===== config.mk =====
export PLATFORM = sky130hd
export DESIGN_NAME = drp_rmw_sequencer
export DESIGN_NICKNAME = d
export VERILOG_FILES = /design/src/rtl/drp_rmw_sequencer.sv
export SDC_FILE = /design/constraint.sdc
export NUM_CORES = 1
export LEC_CHECK = 0
export BUFFER_PORTS_ARGS = -buffer_cell sky130_fd_sc_hd__buf_2
export CORE_UTILIZATION = 60
export DETAILED_ROUTE_END_ITERATION = 12
export PLACE_DENSITY = 0.75
export SETUP_SLACK_MARGIN = 0.02
export SLEW_MARGIN = 0
export SYNTH_ARGS = -nofsm -noshare
export SYNTH_HDL_FRONTEND = slang
export SYNTH_SLANG_ARGS = --single-unit

===== constraint.sdc =====
create_clock -name clk -period 6.9 [get_ports clk]
set_clock_uncertainty 0.05 [all_clocks]
set_input_delay 1.38 -clock clk [delete_from_list [all_inputs] [get_ports clk]]
set_output_delay 1.38 -clock clk [all_outputs]
set_load 0.01 [all_outputs]

===== src/rtl/drp_rmw_sequencer.sv =====
// Walks a CSR-loaded table of DRP read-modify-write entries, issuing read/write commands to the DRP controller.
// Writes are skipped when the merged value already equals the read data; each wait is bounded by TIMEOUT_CYCLES.
module drp_rmw_sequencer #(
  parameter int DRP_ADDR_WIDTH    = 10,
  parameter int DRP_DATA_WIDTH    = 16,
  parameter int TABLE_INDEX_WIDTH = 4,
  parameter int TIMEOUT_CYCLES    = 1023
) (
  input  logic                         clk,
  input  logic                         resetn,
  input  logic                         tableWe,
  input  logic [TABLE_INDEX_WIDTH-1:0] tableIndex,
  input  logic [DRP_ADDR_WIDTH-1:0]    tableAddr,
  input  logic [DRP_DATA_WIDTH-1:0]    tableMask,
  input  logic [DRP_DATA_WIDTH-1:0]    tableValue,
  input  logic [TABLE_INDEX_WIDTH:0]   entryCount,
  input  logic                         start,
  input  logic                         abort,
  output logic                         drpStrobe,
  output logic [31:0]                  drpCommand,
  input  logic [31:0]                  drpStatus,
  output logic                         seqBusy,
  output logic                         seqDone,
  output logic [1:0]                   errorCode,
  output logic [TABLE_INDEX_WIDTH-1:0] errorIndex,
  output logic [TABLE_INDEX_WIDTH:0]   writesIssued
);
  localparam int ENTRIES = 1 << TABLE_INDEX_WIDTH;
  localparam int TW      = $clog2(TIMEOUT_CYCLES + 1);
  localparam logic [1:0] ERR_OK      = 2'd0;
  localparam logic [1:0] ERR_TIMEOUT = 2'd1;
  localparam logic [1:0] ERR_ABORT   = 2'd2;

  typedef enum logic [3:0] {
    IDLE, RD_ISSUE, RD_GUARD, RD_WAIT, WR_ISSUE, WR_GUARD, WR_WAIT, NEXT, FINISH
  } state_t;

  state_t state, state_nxt;

  logic [DRP_ADDR_WIDTH-1:0] addr_mem  [ENTRIES];
  logic [DRP_DATA_WIDTH-1:0] mask_mem  [ENTRIES];
  logic [DRP_DATA_WIDTH-1:0] value_mem [ENTRIES];

  logic [TABLE_INDEX_WIDTH-1:0] idx, last_idx;
  logic [TW-1:0]                wait_cnt;
  logic                         abort_q, zero_done;
  logic [DRP_DATA_WIDTH-1:0]    rd_data, merged, merged_q;
  logic [31:0]                  cmd_rd, cmd_wr, cmd_hold;
  logic                         busy_in, wait_st, timed_out, last_entry;
  logic                         unused_status;

  assign busy_in       = drpStatus[31];
  assign rd_data       = drpStatus[DRP_DATA_WIDTH-1:0];
  assign unused_status = ^drpStatus[30:DRP_DATA_WIDTH];
  assign merged        = (rd_data & ~mask_mem[idx]) | (value_mem[idx] & mask_mem[idx]);
  assign wait_st       = (state == RD_WAIT) || (state == WR_WAIT);
  assign timed_out     = wait_st && busy_in && (wait_cnt == TW'(TIMEOUT_CYCLES - 1));
  assign last_entry    = (idx == last_idx);

  always_comb begin
    cmd_rd = '0;
    cmd_rd[16 +: DRP_ADDR_WIDTH] = addr_mem[idx];
    cmd_wr = '0;
    cmd_wr[31] = 1'b1;
    cmd_wr[16 +: DRP_ADDR_WIDTH] = addr_mem[idx];
    cmd_wr[DRP_DATA_WIDTH-1:0] = merged_q;
  end

  // The command word is live only during a strobe and otherwise replays the last one issued.
  assign drpStrobe  = (state == RD_ISSUE) || (state == WR_ISSUE);
  assign drpCommand = (state == RD_ISSUE) ? cmd_rd :
                      (state == WR_ISSUE) ? cmd_wr : cmd_hold;
  assign seqBusy    = (state != IDLE) && (state != FINISH);
  assign seqDone    = (state == FINISH) || zero_done;

  always_comb begin
    state_nxt = state;
    case (state)
      IDLE:     if (start && entryCount != '0) state_nxt = RD_ISSUE;
      RD_ISSUE: state_nxt = RD_GUARD;
      RD_GUARD: state_nxt = RD_WAIT;
      RD_WAIT: begin
        if (!busy_in)       state_nxt = (merged == rd_data) ? NEXT : WR_ISSUE;
        else if (timed_out) state_nxt = FINISH;
      end
      WR_ISSUE: state_nxt = WR_GUARD;
      WR_GUARD: state_nxt = WR_WAIT;
      WR_WAIT: begin
        if (!busy_in)       state_nxt = NEXT;
        else if (timed_out) state_nxt = FINISH;
      end
      NEXT:     state_nxt = (abort_q || last_entry) ? FINISH : RD_ISSUE;
      FINISH:   state_nxt = IDLE;
      default:  state_nxt = IDLE;
    endcase
  end

  always_ff @(posedge clk) begin
    if (!resetn) begin
      state        <= IDLE;
      idx          <= '0;
      last_idx     <= '0;
      wait_cnt     <= '0;
      abort_q      <= 1'b0;
      zero_done    <= 1'b0;
      merged_q     <= '0;
      cmd_hold     <= '0;
      errorCode    <= ERR_OK;
      errorIndex   <= '0;
      writesIssued <= '0;
    end else begin
      state     <= state_nxt;
      cmd_hold  <= drpCommand;
      zero_done <= (state == IDLE) && start && (entryCount == '0);
      wait_cnt  <= wait_st ? wait_cnt + TW'(1) : '0;
      if (state == IDLE && start) begin
        abort_q      <= 1'b0;
        idx          <= '0;
        last_idx     <= TABLE_INDEX_WIDTH'(entryCount - (TABLE_INDEX_WIDTH + 1)'(1));
        errorCode    <= ERR_OK;
        errorIndex   <= '0;
        writesIssued <= '0;
      end else if (seqBusy && abort) begin
        abort_q <= 1'b1;
      end
      if (state == RD_WAIT && !busy_in) merged_q <= merged;
      if (state == WR_ISSUE) writesIssued <= writesIssued + (TABLE_INDEX_WIDTH + 1)'(1);
      // A timeout ends the run from the wait state, so it wins over any pending abort.
      if (timed_out) begin
        errorCode  <= ERR_TIMEOUT;
        errorIndex <= idx;
      end
      if (state == NEXT) begin
        if (abort_q) begin
          errorCode  <= ERR_ABORT;
          errorIndex <= idx;
        end else if (!last_entry) begin
          idx <= idx + TABLE_INDEX_WIDTH'(1);
        end
      end
    end
  end

  always_ff @(posedge clk) begin
    if (tableWe && state == IDLE) begin
      addr_mem[tableIndex]  <= tableAddr;
      mask_mem[tableIndex]  <= tableMask;
      value_mem[tableIndex] <= tableValue;
    end
  end
endmodule


Word-level counts from Yosys, hierarchy flattened
Memories as Yosys holds them, arrays and structs flattened. A register that Yosys moved wholly into a read port is not among the register bits.
Index checks and enable logic that the tools add are counted.
- register bits after elaboration: 83
- latch bits: 0
- bits in writable memories: 672
- bits in read-only memories: 0
- output and inout bits: 46
- logic and storage cells: 85
- memories: 3
- $add $sub $neg: 4
- $mul: 0
- divide/modulo/power cells: 0
- $lt $le $gt $ge: 0
- equality and inequality tests: 13
- shift-type cells: 0
- multiplexer cells: 28
- bitwise gates (word level): 5
- reductions and logical operators: 21
- memories (name ; depth ; width ; read ports ; clocked after memory_dff ; wr ports ; RTL line ; source):
    mask_mem ; 16 ; 16 ; 1 ; 1 ; 1 ; 41 ; logic [DRP_DATA_WIDTH-1:0] mask_mem [ENTRIES];
    value_mem ; 16 ; 16 ; 1 ; 1 ; 1 ; 42 ; logic [DRP_DATA_WIDTH-1:0] value_mem [ENTRIES];
    addr_mem ; 16 ; 10 ; 1 ; 1 ; 1 ; 40 ; logic [DRP_ADDR_WIDTH-1:0] addr_mem [ENTRIES];
- operators by type and width (kind ; count):
    $mux W32 ; 2
    $mux W4 ; 16
    $and A16 B16 Y16 ; 2
    $pmux W4 S8 ; 1
    $eq A16 B16 Y1 ; 1
    $eq A4 B3 Y1 const B ; 4
    $not A16 Y16 ; 1
    $or A16 B16 Y16 ; 1
    $add A10 B1 Y10 const B ; 1
    $eq A10 B10 Y1 const B ; 1
    $mux W2 ; 5
    $mux W5 ; 2
    $logic_and A1 B1 Y1 ; 9
    $eq A4 B2 Y1 const B ; 2
    $add A5 B1 Y5 const B ; 1
    $logic_not A5 Y1 ; 1
    $reduce_bool A5 Y1 ; 1
    $add A4 B1 Y4 const B ; 1
    $eq A4 B1 Y1 const B ; 1
    $eq A4 B4 Y1 ; 1
    $eq A4 B4 Y1 const B ; 1
    $logic_not A4 Y1 ; 1
    $logic_or A1 B1 Y1 ; 4
    $ne A4 B4 Y1 const B ; 1
    other kinds (9) ; 10

Depth between registers and ports, before layout
Gate-level depths: netlist of the first run.
- depth after elaboration: 7
- mapped depth: 12
- mapped depth without buffers: 8

Worst setup path after synthesis of the first run
Ideal clock, no wire load.
- path type: input-to-reg
- from: input tableWe
- to: memory addr_mem[0][0], enable pin
- library setup time: 494 ps
- arrival: 4700 ps
- slack: 1657 ps
- stages: 3
- cells stage by stage: nand2_1 -> or3_1 -> nor3_1
- longest elaborated chain between the ends: 3
- RTL lines (what ; RTL line ; source):
    from (decl) ; 11 ; input logic tableWe,
    $logic_and A1 B1 Y1 ; 145 ; if (tableWe && state == IDLE) begin
    $mux W1 ; 145 ;
    $mux W1 (not written as such) ; 146 ; addr_mem[tableIndex] <= tableAddr;
    to (decl) ; 40 ;
Every way passes these cells.

==> results of run 1 <==
==> layout make-up <==
cell class	instances	area [µm²]	share of cell area
well taps	615	769	0.0233
clock inverters	34	314	0.00949
diodes	4	10.0	0.000302
inverters	11	41.3	0.00125
repair buffers	153	878	0.0265
flip-flops and latches	755	21800	0.660
clock buffers	105	2140	0.0648
multi-input cells	639	7080	0.214
==> metal layers <==
layer	global-route usage	vias up	share of wire
met4	0.0881	10	0.028
met3	0.0582	132	0.091
met1	0.374	7801	0.39
met2	0.435	800	0.49
li1	-	6382	-
met5	0	-	0.00073
==> worst max-delay path by stage <==
| stage | to | slack [ns] | cells after the start |
|---|---|---|---|
| 2_1_floorplan | addr_mem[0][0] | 1.66 | 3 |
| 3_5_place_dp | drpCommand[19] | 2.69 | 5 |
| 5_1_grt | drpCommand[18] | 1.92 | 5 |
| 3_3_place_gp | drpCommand[18] | 2.72 | 5 |
| 4_1_cts | drpCommand[19] | 2.03 | 5 |
| 6_report | drpCommand[19] | 2.09 | 5 |
==> sequential cells by signal (all words and copies together), names as in the netlist, 2 cells and up <==
register and cells:
state 4, writesIssued 5, wait_cnt 10, idx 4
mask_mem 256, value_mem 256, errorIndex 4, errorCode 2
merged_q 16, addr_mem 160, last_idx 4, cmd_hold 32
==> power by group through the flow <==
stage / clock, mW / sequential, mW / combinational, mW
after global placement: 0 / 5.24 / 0.494
after CTS: 4.08 / 5.16 / 0.511
after detailed placement: 0 / 5.25 / 0.508
final: 4.04 / 5.16 / 0.515
after global routing: 4.24 / 5.17 / 0.547
after floorplan: 0 / 5.24 / 0.282
==> cells by family (layout without fill, tap and decap cells) <==
kind of cell,after synthesis,in the layout
compound gates,143,143
xor+xnor,26,26
fa+ha+maj,6,6
buf+inv,85,303
flops,755,755
mux,239,239
other cells,0,4
simple gates,225,225
==> worst max-delay path: cells and delay by family, from the launching register on <==
family,cells,cell delay [ns]
DFF,1,0.87
muxes,3,1.35
buffers and inverters,2,0.49
==> stage by stage <==
step	cells	setup slack, ns	hold WS [ns]	instance area, µm²
6_report	2316	2.09	0.397	33100
5_1_grt	2313	1.92	0.429	33100
4_1_cts	2312	2.03	0.400	33100
3_3_place_gp	2173	2.72	0.387	30600
2_1_floorplan	1479	1.66	0.380	29200
3_5_place_dp	2173	2.69	0.393	30600
==> cell usage in the layout, fill, tap and decap left out, types with 6 or more instances in the layout <==
master,synthesis,routed
a211oi_1,17,17
a21oi_1,29,29
a221oi_1,13,13
a22o_1,19,19
a22oi_1,26,26
and2_1,36,36
and3_1,8,8
buf_2,19,118
buf_4,4,33
clkbuf_1,38,17
clkbuf_16,0,78
clkbuf_8,0,9
clkinv_1,2,14
clkinv_2,0,12
dfxtp_1,83,80
edfxtp_1,672,672
ha_1,6,6
inv_1,8,8
mux2_2,18,18
mux2i_1,47,47
mux4_2,172,172
nand2_1,45,45
nand3_1,21,21
nor2_1,67,55
nor2_4,0,12
nor2b_1,9,9
nor3_1,13,9
o21ai_0,15,15
or3_1,9,9
xnor2_1,9,9
xor2_1,17,17
==> impl_metrics.ini, run 1 <==
[outcome]
status = finished clean

[cts]
clockBufferDepth = 3
cts_tree = built
numCtsBuffers = 75
numClockSinks = 755
cts_resized = 0
htreeDepth = 3
clock_latency_ns = 0.62
cts_hold_buf = 0
post_cts_buffers = 0
clkTransAtPathRegs_ns = 0.06
root_buffer = clkbuf_16

[power_and_ir_drop]
p_total_mw = 9.71
powerDensity_nw_per_um2 = 294
seqPwrFrac = 0.531
internal_power_mw = 7.64
ir_drop_mv = 0.245
clkPwrFrac = 0.416
p_sw_mw = 2.08
combPwrFrac = 0.053
switching_share = 0.214
power.leakage_nw = 10.7

[global_route]
grt_pass1_vias = 14900
grt-ovfl-total = 0
antenna_found_initial = 10
grt_pass1_wl_um = 95800
grt_max_degree = 63
grt_usage = 0.271

[sta]
timing.final.max_slew_violations = 0
max_slew.worst_pin.slew_ns = 1.22
min_period_over_period = 0.697
rsz0062_at_grt = no
max_freq_mhz = 208
slew_headroom = 0.183
fin_crit_ns = 4.81
setup_tns_ns = 0
finalHoldViolCount = 0
setup_viol_count_final = 0

[synth]
synth-simple-area-share = 0.0374
ys_top_cells_by_count = edfxtp_1, mux4_2, dfxtp_1
ys_types = 48
yosys.area_share.adder = 0.00257
synthArstFlopShare = 0
avgSynthCellArea_um2 = 19.8
synth_compound_area_frac = 0.0343
synthFlopType = edfxtp_1
synth_top_area_cell = edfxtp_1
synth_cells = 1479
synth_xor_area_frac = 0.00779
synth.top_cell.area_share = 0.691
synth.net_count = 1573
synthMostInstantiatedCell = edfxtp_1
ys_ff_latch = 755
yosysWarnings = 0
synth_top_family_by_area = multiplexers
synth_edf_count = 672
synthTopCellsByArea = edfxtp_1, mux4_2, dfxtp_1
yosysSeqAreaShare = 0.748
syn_area_um2 = 29200
synth_mux_area_frac = 0.156

[placement]
portBuffers = 118
hpwl_um = 35400
place.gp.congestion = 0.789

[setup_path]
path_class = reg2out
r2r_cells = 9
crit_slowest_cell = dfxtp_4
cpMostUsedCell = mux4_2
crit_path_end_kind = primary output
max_stage_delay_ns = 0.87
regToRegStartpoint = idx[0]
r2r_setup_slack_ns = 3.14
critPathArrivalTime_ns = 3.38
worst_setup_path_start_kind = flop
r2r_end = state[1]
cp-startpoint = idx[0]
cp_cell_sequence = buf_12 -> mux4_2 -> mux4_2 -> mux2_2 -> buf_2
required_ns = 5.47
cp_max_fo = 38

[route]
wl_per_cell_um = 28.4
via_count = 15100
post-route-drc-count = 0
first_pass_iters = 5
postRouteAntennaNets = 0
drtIter0Drc = 1711
vias_per_cell = 6.53
wirelength_um = 65800

[floorplan]
core_um2 = 47800
die_h_um = 223
rows = 80
start_util = 0.611
num_io_pins = 134
die_w_um = 223
die_area_um2 = 49600

[job]
max_cap_viol_count = 0

[layout]
final_util = 0.692
fillCellCount = 2950
synthToLayoutAreaGrowth_pct = 13.3
drive_above_1_share = 0.281
finalNetCount = 1729

[min_path]
hold_end = errorCode[0]
hold_class = reg2reg
min_from = errorCode[0]
hold_depth = 2
No activity file was read; power rests on OpenSTA's default activity.
==> inputs of run 2 (changes only) <==
CORE_UTILIZATION = 55   (was 60)
PLACE_DENSITY = 0.72   (was 0.75)
clock period = 4.2 ns   (was 6.9 ns; I/O delays follow)
==> run 2 against run 1 <==
Compared with the run above: sequential power up 64%; non-clock buffer count is 15 higher; register-to-register slack worse by 2.2 ns; wire length grew 2.1%.
==> impl_metrics.ini, run 2 (synthesis gave the netlist of run 1 again) <==
[cts]
numClockSinks = 755
cts_hold_buf = 0
post_cts_buffers = 0
root_buffer = clkbuf_16
clockBufferDepth = 3
clkTransAtPathRegs_ns = 0.06
cts_tree = built
clock_latency_ns = 0.61
cts_resized = 0
numCtsBuffers = 75
htreeDepth = 3

[placement]
hpwl_um = 36800
portBuffers = 118
placed_cell_area_um2 = 31000
place.gp.congestion = 0.843
place_inst = 2261

[power_and_ir_drop]
powerDensity_nw_per_um2 = 473
power.leakage_nw = 10.7
ir_drop_mv = 0.371

[setup_path]
critPathTopFamily = multiplexers
crit_slowest_cell = mux4_2
r2r_cells = 9
path_class = reg2out
required_ns = 3.31
cp-startpoint = idx[0]
r2r_end = state[0]
regToRegStartpoint = idx[2]
r2r_setup_slack_ns = 0.94
cpMostUsedCell = mux4_2
cp_cell_sequence = buf_12 -> mux4_2 -> mux4_2 -> mux2_2 -> buf_2
cp_num_buf_inv = 2
worst_setup_path_start_kind = flop
cp_max_fo = 36
crit_path_end_kind = primary output
critPathArrivalTime_ns = 3.03
max_stage_delay_ns = 0.56

[floorplan]
die_area_um2 = 54000
die_h_um = 232
die_w_um = 232
core_um2 = 52600
num_io_pins = 134
rows = 84
start_util = 0.556

[job]
max_cap_viol_count = 0

[global_route]
grt_usage = 0.254
grt-ovfl-total = 0
grt_max_degree = 51
grt_pass1_wl_um = 97300
grt_pass1_vias = 14800
antenna_found_initial = 10

[sta]
rsz0062_at_grt = no
setup_viol_count_final = 0
fin_crit_ns = 3.92
setup_tns_ns = 0
slew_headroom = 0.292
max_slew.worst_pin.slew_ns = 1.06
timing.final.max_slew_violations = 0
finalHoldViolCount = 0
hold-worst-slack_ns = 0.407
min_period_over_period = 0.934
max_freq_mhz = 255

[route]
wl_per_cell_um = 28.0
via_count = 15100
drtIter0Drc = 1736
first_pass_iters = 5
post-route-drc-count = 0
wirelength_um = 67200
postRouteAntennaNets = 0
vias_per_cell = 6.28

[outcome]
status = finished clean

[layout]
synthToLayoutAreaGrowth_pct = 14.1
finalNetCount = 1744
stdcell_count = 2401
final_cell_mix = edfxtp_1, mux4_2, buf_2
final_util = 0.635
largestRegisters = mask_mem x256, value_mem x256, addr_mem x160
mostFrequentLayoutCell = edfxtp_1
fin_area_um2 = 33300
drive_above_1_share = 0.282

[min_path]
hold_class = reg2reg
hold_end = writesIssued[4]
hold_depth = 1
min_from = writesIssued[4]
==> run 2: cell types whose count changed in the layout (fill, tap and decap cells not counted), moves of 2 or more <==
cell / before / now
clkbuf_8: 9 / 1
buf_4: 33 / 37
buf_12: 2 / 13
clkinv_2: 12 / 10
clkinv_1: 14 / 21
nor3_4: 0 / 4
nor3_2: 4 / 0
==> run 2: where the power goes <==
group	leakage [nW]	total (mW)	switching [mW]	internal [mW]
Sequential	6.73	8.47	0.0820	8.39
Combinational	2.84	0.845	0.568	0.277
Clock	1.15	6.44	2.75	3.69
Total	10.7	15.8	3.40	12.4
==> run 2: metrics by stage <==
step | total power [mW] | worst slack [ns]
after floorplan | 9.06 | 0.539
after global placement | 9.43 | 0.914
after detailed placement | 9.47 | 0.907
after CTS | 15.8 | 0.205
after global routing | 16.2 | 0.150
final | 15.8 | 0.279
==> run 2: worst reg2reg max path, stage by stage, from the launching register on <==
cell and delay, ns:
dfxtp_2 0.72, buf_4 0.46, buf_4 0.40, mux4_2 0.36, nor2b_1 0.14, a211oi_1 0.28
a31oi_1 0.16, a32oi_1 0.26, nand3_1 0.14, o31ai_1 0.21
==> run 2: metal layers <==
metal / routed length (µm) / GRT usage
met1: 27400 / 0.354
met2: 32400 / 0.408
met3: 5440 / 0.0507
met4: 1820 / 0.0790
met5: 60 / 0
==> run 2: final cells by class <==
class                      instances  area [µm²]
clock inverter                    40         339
antenna                            5        12.5
sequential                       755       21800
timing repair buffer             168        1130
clock buffer                      95        2000
tap                              688         861
fill                            3550       19200
inverter                          11        41.3
multi-input combinational        639        7110
==> run 2: worst max-delay path by stage <==
stage	to	depth (start not counted)
2_1_floorplan	addr_mem[12][0]	5
3_3_place_gp	drpCommand[23]	5
3_5_place_dp	drpCommand[23]	5
5_1_grt	drpCommand[24]	5
4_1_cts	drpCommand[24]	5
6_report	drpCommand[24]	5
